--- config.mk ---
export PLATFORM = sky130hd
export DESIGN_NAME = mac_accumulator
export DESIGN_NICKNAME = d
export VERILOG_FILES = /design/src/rtl/mac_pkg.sv /design/src/rtl/sat_add.sv /design/src/rtl/mac_accumulator.sv
export SDC_FILE = /design/constraint.sdc
export NUM_CORES = 1
export LEC_CHECK = 0
export BUFFER_PORTS_ARGS = -buffer_cell sky130_fd_sc_hd__buf_2
export CORE_ASPECT_RATIO = 0.8
export CORE_UTILIZATION = 30
export CTS_CLUSTER_SIZE = 16
export DETAILED_ROUTE_END_ITERATION = 8
export SYNTH_ARGS = -nofsm -noshare
export SYNTH_HDL_FRONTEND = slang
export SYNTH_SLANG_ARGS = --single-unit
export TNS_END_PERCENT = 20
--- constraint.sdc ---
create_clock -name clk_i -period 3.23 [get_ports clk_i]
set_clock_uncertainty 0.15 [all_clocks]
set_input_delay 0 -clock clk_i [delete_from_list [all_inputs] [get_ports clk_i]]
set_output_delay 0 -clock clk_i [all_outputs]
set_load 0.05 [all_outputs]
--- src/rtl/mac_pkg.sv ---
// mac_pkg: shared widths and state encoding for the MAC accumulator stage
package mac_pkg;
   localparam int DEF_PROD_W = 16;
   localparam int DEF_ACC_W  = 24;
   localparam int DEF_CNT_W  = 8;
   typedef enum logic [1:0] {IDLE, ACCUM, DONE} mac_acc_state_t;
endpackage

--- src/rtl/sat_add.sv ---
// sat_add: unsigned saturating adder of a product into the running accumulator
module sat_add
   import mac_pkg::*;
#(
   parameter int ACC_W  = DEF_ACC_W,
   parameter int PROD_W = DEF_PROD_W
) (
   input  logic [ACC_W-1:0]  acc_i,
   input  logic [PROD_W-1:0] prod_i,
   output logic [ACC_W-1:0]  sum_o,
   output logic              sat_o
);
   logic [ACC_W:0] full;
   assign full  = {1'b0, acc_i} + {{(ACC_W + 1 - PROD_W){1'b0}}, prod_i};
   assign sat_o = full[ACC_W];
   assign sum_o = sat_o ? '1 : full[ACC_W-1:0];
endmodule

--- src/rtl/mac_accumulator.sv ---
// mac_accumulator: sums a frame of products with saturation and hands the result downstream
module mac_accumulator
   import mac_pkg::*;
#(
   parameter int PROD_W = DEF_PROD_W,
   parameter int ACC_W  = DEF_ACC_W,
   parameter int CNT_W  = DEF_CNT_W
) (
   input  logic              clk_i,
   input  logic              rst_ni,
   input  logic              start_i,
   input  logic              clear_i,
   input  logic [CNT_W-1:0]  frame_len_i,
   input  logic [PROD_W-1:0] prod_in_i,
   input  logic              prod_valid_i,
   output logic              prod_ready_o,
   output logic [ACC_W-1:0]  acc_out_o,
   output logic              acc_valid_o,
   input  logic              acc_ready_i,
   output logic              overflow_o,
   output logic              busy_o
);
   mac_acc_state_t   state_q;
   logic [ACC_W-1:0] acc_q, acc_d;
   logic [CNT_W-1:0] cnt_q, len_q;
   logic             ovf_q, sat_d;

   sat_add #(.ACC_W(ACC_W), .PROD_W(PROD_W)) u_sat_add (
      .acc_i (acc_q),
      .prod_i(prod_in_i),
      .sum_o (acc_d),
      .sat_o (sat_d)
   );

   // Frame FSM: clear beats everything except reset; the last accept (count == len-1) moves to DONE
   always_ff @(posedge clk_i or negedge rst_ni) begin
      if (!rst_ni) begin
         state_q <= IDLE;
         acc_q   <= '0;
         cnt_q   <= '0;
         len_q   <= '0;
         ovf_q   <= 1'b0;
      end else if (clear_i) begin
         state_q <= IDLE;
         acc_q   <= '0;
         cnt_q   <= '0;
         ovf_q   <= 1'b0;
      end else begin
         case (state_q)
            IDLE: if (start_i && frame_len_i != '0) begin
               len_q   <= frame_len_i;
               acc_q   <= '0;
               cnt_q   <= '0;
               ovf_q   <= 1'b0;
               state_q <= ACCUM;
            end
            ACCUM: if (prod_valid_i) begin
               acc_q <= acc_d;
               ovf_q <= ovf_q | sat_d;
               cnt_q <= cnt_q + 1'b1;
               if (cnt_q == len_q - 1'b1) state_q <= DONE;
            end
            DONE: if (acc_ready_i) state_q <= IDLE;
            default: state_q <= IDLE;
         endcase
      end
   end

   assign prod_ready_o = (state_q == ACCUM);
   assign acc_valid_o  = (state_q == DONE);
   assign busy_o       = (state_q != IDLE);
   assign acc_out_o    = acc_q;
   assign overflow_o   = ovf_q;
endmodule

==> results of run 1 <==
worst min path at each step:
stage / start / to / slack, ps / depth (start not counted)
after floorplan: rst_ni / acc_out_o[0] / -450 / 0
after global placement: rst_ni / len_q[0] / 70 / 1
after detailed placement: rst_ni / len_q[0] / 80 / 1
after CTS: prod_in_i[1] / acc_out_o[1] / 10 / 4
after global routing: prod_in_i[1] / acc_out_o[1] / 60 / 4
final: prod_in_i[1] / acc_out_o[1] / 8 / 4
state kept, by name, indices dropped and copies added, names as in the netlist:
signal and count:
overflow_o 1, len_q 8, cnt_q 8, state_q 2, acc_out_o 24
routing by layer:
| layer | vias to the layer above | track usage, % |
|---|---|---|
| met5 | - | 0 |
| met4 | 0 | 5.811 |
| met1 | 1337 | 22.84 |
| li1 | 1404 | - |
| met2 | 72 | 23.26 |
| met3 | 8 | 3.071 |
cell usage in the layout (no fill, tap or decap), types with 3 or more instances in the layout:
cell type / synthesis / final
a211oi_1: 3 / 3
a21o_1: 6 / 6
a21oi_1: 20 / 20
a31oi_1: 4 / 3
and3_1: 5 / 5
buf_2: 6 / 57
buf_4: 0 / 4
clkbuf_16: 0 / 5
dfrtp_1: 43 / 43
dlygate4sd3_1: 0 / 12
ha_1: 18 / 18
inv_1: 7 / 7
mux2_2: 8 / 8
nand2_1: 57 / 57
nand2b_1: 5 / 5
nand3_1: 12 / 12
nand4_1: 6 / 6
nor2_1: 29 / 29
nor2b_1: 3 / 3
nor3_1: 5 / 5
nor4_1: 5 / 5
o211ai_1: 4 / 4
o21ai_0: 39 / 39
o21bai_1: 3 / 3
o311ai_0: 3 / 3
or2_2: 3 / 3
or4_1: 3 / 3
xnor2_1: 11 / 11
xor2_1: 10 / 10
cell families (layout without fill, tap and decap cells):
group	Yosys count	count (layout)	synth area share [%]
fa+ha+maj	19	19	8.232
compound gates	98	98	20.83
simple gates	142	142	22.64
xor+xnor	21	21	6.174
buf+inv	19	88	2.646
flops	43	43	36.12
mux	9	9	3.360
critical path, delay by kind of cell (launching register included):
family          cells  cell delay (ps)
compound gates      5             1180
fa+ha+maj           2              650
simple gates        2              460
flops               1              400
where the power goes:
part,total (W),switching [W],internal (W)
Combinational,0.000500,0.000307,0.000193
Clock,0.000485,0.000199,0.000286
Sequential,0.000633,0.0000504,0.000583
per-stage QoR:
| stage | worst slack, ps | instances | hold slack [ps] |
|---|---|---|---|
| global placement | 405.0 | 536 | 72.75 |
| global route | 25.97 | 556 | 58.92 |
| floorplan | 244.4 | 351 | -445.6 |
| finish | 236.2 | 556 | 8.473 |
| CTS | 184.5 | 556 | 12.47 |
| detailed placement | 224.1 | 536 | 75.97 |
final cells by class:
class | count | area share [%]
Multi-Input combinational cell | 289 | 49.90
Sequential cell | 43 | 29.21
Inverter | 7 | 0.7133
Tap cell | 136 | 4.620
Clock inverter | 1 | 0.1359
Timing Repair Buffer | 73 | 11.82
Clock buffer | 7 | 3.601
what timing repair did:
action	4_1_cts	5_1_grt
hold endpoints to repair	53	0
hold buffers	12	0
buffers inserted	0	0
setup endpoints to repair	0	1
resized for setup	0	1
==> metrics, run 1 <==
status completed; setup TNS 0 ps; power density cells 439.3 nW/µm²; H-tree depth 2; Critical Path RT 3200 ps; Die Wd 113.4 µm; RSZ-0062 raised after global routing no; Starting Density 30.87%; vias approximately 2,800; Yosys top cell by area dfrtp_1; Finished Cell Area 3684 µm²; pin count of the biggest net entering global routing 44; GP Congestion 0.8636; YS warnings 0; Net Count, Synth 400; Seq/Total Area, Yosys 36.12%; CTS root buf clkbuf_16; DRC 0; Arr. time, crit path 2960 ps; post-route clock period utilization 92.69%; predominant post-synthesis flop cell dfrtp_1; Placed Instance Area 3420 µm²; DR WL met2 3356 µm; nets 468; commonest cells in the synthesized netlist 57 x nand2_1, 43 x dfrtp_1, 39 x o21ai_0; area of the multi-input gates about 1800 µm²; Worst R2R Path Depth 9; crit-path max cell delay 430 ps; total power 0.001618 W; Slowest-stage cell, CP fa_1; Rel. slew slack 34.89%; # diodes 0; Metal-1 WL 3867 µm; share of layout cells above drive strength 1 20.24%; Layout Area Growth over Synthesis 23.65%; Hold Path Class primary input to register; Peak supply drop 194.8 µV; CP endpoint kind register; HPWL after DPL between 5000 and 6000 µm; initial antenna violation count 0; worst-margin pin slew 976.6 ps; max-cap violation count 0; post-synth top area share 36.12%; utilization after layout 38.17%; WL met3 just under 400 µm; post-route ant nets 0; vias in the first global route 2,618; critical path class register to register; Row Count 32; total I/O pin count 58; crit-path cells ha_1 -> fa_1 -> a211oi_1 -> o21ai_1 -> a311oi_2 -> a31oi_2 -> nor2b_4 -> nand2_1 -> o311ai_0; Die ar. 10,340 µm²; CTS Buf Count 5; synthesized flop and latch total 43; CTS tree yes; post-synthesis cell type count 49; GRT Util Overall between 15 and 20%; maximum clock rate 334.0 MHz; First DRT Iteration DRCs 212; WL final a little under 8000 µm; gr ovfl total 0; number of synthesized flops with an enable pin 0; Setup Viol. Count Final 0; worst-path fanout max 17; CP Launch Type register; R2R Setup Slk 240 ps; Core ar. 9649 µm²; Vias/cell 5.074; reg2reg start acc_out_o[0]; final slew viol count 0; PortBufs 57; syn_area_per_cell 8.487 µm²; FFs w/ async S/R, synth 100.0%; top post-synthesis cells by area dfrtp_1 36%, ha_1 7.6%, nand2_1 7.2%; CP Launch Point acc_out_o[0]; Pleak 1.764 nW; Post-Syn Instances 351; most frequent cell after synthesis nand2_1; Synth Cell Area just under 3000 µm²; first-pass GRT wire length 13,080 µm; r2r endpoint acc_out_o[21]; clock-pin slew on the worst setup and hold paths 60 ps; Final min period 2994 ps; worst-skew pair later-pin latency 280 ps; drt wl/cell 13.92 µm; Die Ht between 90 and 100 µm; clock buffer depth 2; Worst Setup EP acc_out_o[21]; Register Area 1076 µm²; Hold Fails Final Rpt 0; Sink Count 43; Top Layer Used met4; Fillers 993; drt first pass iters 5
Note: power is estimated with default switching activity, not from simulation.
==> inputs of run 2 (changes only) <==
--- a/config.mk
+++ b/config.mk
@@ -6,11 +6,11 @@
 export NUM_CORES = 1
 export LEC_CHECK = 0
 export BUFFER_PORTS_ARGS = -buffer_cell sky130_fd_sc_hd__buf_2
-export CORE_ASPECT_RATIO = 0.8
 export CORE_UTILIZATION = 30
 export CTS_CLUSTER_SIZE = 16
 export DETAILED_ROUTE_END_ITERATION = 8
 export SYNTH_ARGS = -nofsm -noshare
 export SYNTH_HDL_FRONTEND = slang
+export SYNTH_HIERARCHICAL = 1
 export SYNTH_SLANG_ARGS = --single-unit
 export TNS_END_PERCENT = 20
==> run 2 against run 1 <==
Effect of this change:
- worst setup slack gained 180 ps
- maximum frequency is 6.6% higher
- via count grew 4.6%
- register-to-register slack improved by 180 ps
- largest cell class unchanged
==> metrics, run 2 <==
power density cells 343.7 nW/µm²; max-cap violation count 0; r2r endpoint acc_out_o[20]; Yosys top cell by area dfrtp_1; Arr. time, crit path 2850 ps; Vias/cell 5.327; number of hold buffers added after CTS 14; # diodes 0; maximum clock rate ~360 MHz; worst-margin pin slew between 900 and 1000 ps; CTS Buf Count 5; post-CTS sizing 0; Die Ht 105.8 µm; Seq/Total Area, Yosys 33.31%; vias 2,951; critical path class register to register; predominant post-synthesis flop cell dfrtp_1; Int Pwr roughly 0.00087 W; Setup Viol. Count Final 0; Worst Setup EP acc_out_o[20]; post-synthesis cell type count between 60 and 70; most frequent cell after synthesis dfrtp_1; max reg flops 24; Synth Area in Adders 7.591%; post-synthesis compound-gate area fraction 25.95%; GP Congestion around 0.8; FFs w/ async S/R, synth 100.0%; Worst R2R Path Depth 9; Sink Count 43; final slew viol count 0; syn_area_per_cell 9.257 µm²; CTS tree yes; Layout Area Growth over Synthesis 19.60%; Rel. slew slack 34.73%; reg2reg start acc_out_o[0]; Starting Density 31.15%; post-route ant nets 0; worst-path fanout max 5; Hold Path Class primary input to register; register share of total power approximately 46%; clock-pin slew on the worst setup and hold paths around 100 ps; Final min period 2809 ps; R2R Setup Slk 420 ps; Inst Count DP approximately 530; post-route clock period utilization 86.98%; HPWL after DPL 5909 µm; gr ovfl total 0; First DRT Iteration DRCs 117; worst-skew pair later-pin latency 300 ps; Net Count, Synth 398; clock buffer depth 2; post-synth top area share 33.31%; first-pass GRT wire length ~14,000 µm; Core ar. 10,370 µm²; H-tree depth 2; DRC 0; drt first pass iters 4; Hold Fails Final Rpt 0; Peak supply drop 169.9 µV; commonest cells after routing, fill and taps aside 57 x buf_2, 43 x dfrtp_1, 34 x nand2_1; setup TNS 0 ps; Post-Syn Instances 349; Die Wd 105.8 µm; vias in the first global route 2,993; fin cells 554; Pleak 1.801 nW; CP endpoint kind register; WL final between 8000 and 9000 µm; Hold Path Depth 4; switch share between 30% and 40%; Post-Synth XOR/XNOR Area 7.591%; CTS root buf clkbuf_8; post-CTS setup buffer count 0; number of synthesized flops with an enable pin 0; CP Launch Type register; RSZ-0062 raised after global routing no; largest family of logic cells by synthesized area compound AO/OA/AOI/OAI gates; initial antenna violation count 0; synthesized flop and latch total 43; CP Launch Point acc_out_o[0]; Psw 0.0004532 W; clock power share 27.2%; Synth Area in Simple Gates between 15 and 20%; share of layout cells above drive strength 1 22.73%; Critical Path RT ~3300 ps; GRT Util Overall 15.08%; nets 466; YS warnings 6; Logic pwr share a little over a quarter; Synth Cell Area 3231 µm²; commonest cells in the synthesized netlist 43 x dfrtp_1, 34 x nand2_1, 25 x a22o_1; status completed; PortBufs 57; drt wl/cell between 10 and 15 µm; pin count of the biggest net entering global routing 44; multiplexer share of the synthesized area 3.912%; Die ar. 11,190 µm²; total I/O pin count 58; most common cell after layout, fill and taps aside buf_2; top post-synthesis cells by area dfrtp_1 33%, ha_1 7.0%, a22o_1 6.8%; Row Count 37
## run 2: changes by cell type in the layout (fill, tap and decap cells not counted), sizes merged, moves of 5 or more
cell   before  now
nor2       29   21
o21ai      40   16
nand2      57   34
a22o        2   25
inv         7   12
o21a        0    8
## run 2: logic make-up (layout without fill, tap and decap cells)
kind of cell | Yosys count | after routing
simple gates | 111 | 111
flops | 43 | 43
xor+xnor | 28 | 28
fa+ha+maj | 19 | 19
buf+inv | 26 | 95
compound gates | 111 | 111
mux | 11 | 11
## run 2: routing by layer
metal,global-route usage [%],wire [µm],up-vias
met2,25.30,3700,82
li1,-,-,1433
met5,0,0,-
met4,4.067,116,0
met1,19.41,3805,1424
met3,3.401,383,12
## run 2: how the worst min path moves through the flow
stage          startpoint      endpoint  slack [ps]
2_1_floorplan      rst_ni  acc_out_o[0]        -450
3_3_place_gp       rst_ni    state_q[1]          90
3_5_place_dp       rst_ni      len_q[0]         100
4_1_cts           start_i    state_q[0]          30
5_1_grt           start_i    state_q[0]          60
6_report          start_i    state_q[0]          40
## run 2: power by group through the flow
stage               registers, W  clock network, W  logic [W]
floorplan               0.000636                 0   0.000240
global placement        0.000616                 0   0.000340
detailed placement      0.000618                 0   0.000347
CTS                     0.000608          0.000380   0.000360
global route            0.000615          0.000401   0.000399
finish                  0.000608          0.000362   0.000358
## run 2: layout make-up
cell class,instances,area [µm²]
Fill cell,1096,6506
Clock inverter,3,25.02
Tap cell,136,170.2
Sequential cell,43,1076
Clock buffer,5,68.82
Multi-Input combinational cell,280,2023
Timing Repair Buffer,75,455.4
Inverter,12,45.04
## run 2: metrics by stage
stage	instance area [µm²]	utilization [%]	total power, W	worst slack, ps	hold WS, ps
finish	3864	37.26	0.001328	420.7	36.44
global route	3864	37.26	0.001415	238.1	55.01
floorplan	3231	-	0.0008760	330.0	-445.6
detailed placement	3630	35.00	0.0009652	431.6	96.97
CTS	3864	37.26	0.001348	424.0	28.56
global placement	3630	35.00	0.0009560	485.4	90.62
## run 2: critical path, stage by stage (launching register included)
cell and delay, ps:
dfrtp_1 400, ha_1 240, fa_1 430, nand3_1 170, a211oi_2 110, o21ai_2 320, a31oi_4 160, o2111ai_2 220
mux2_4 310, a22o_1 190
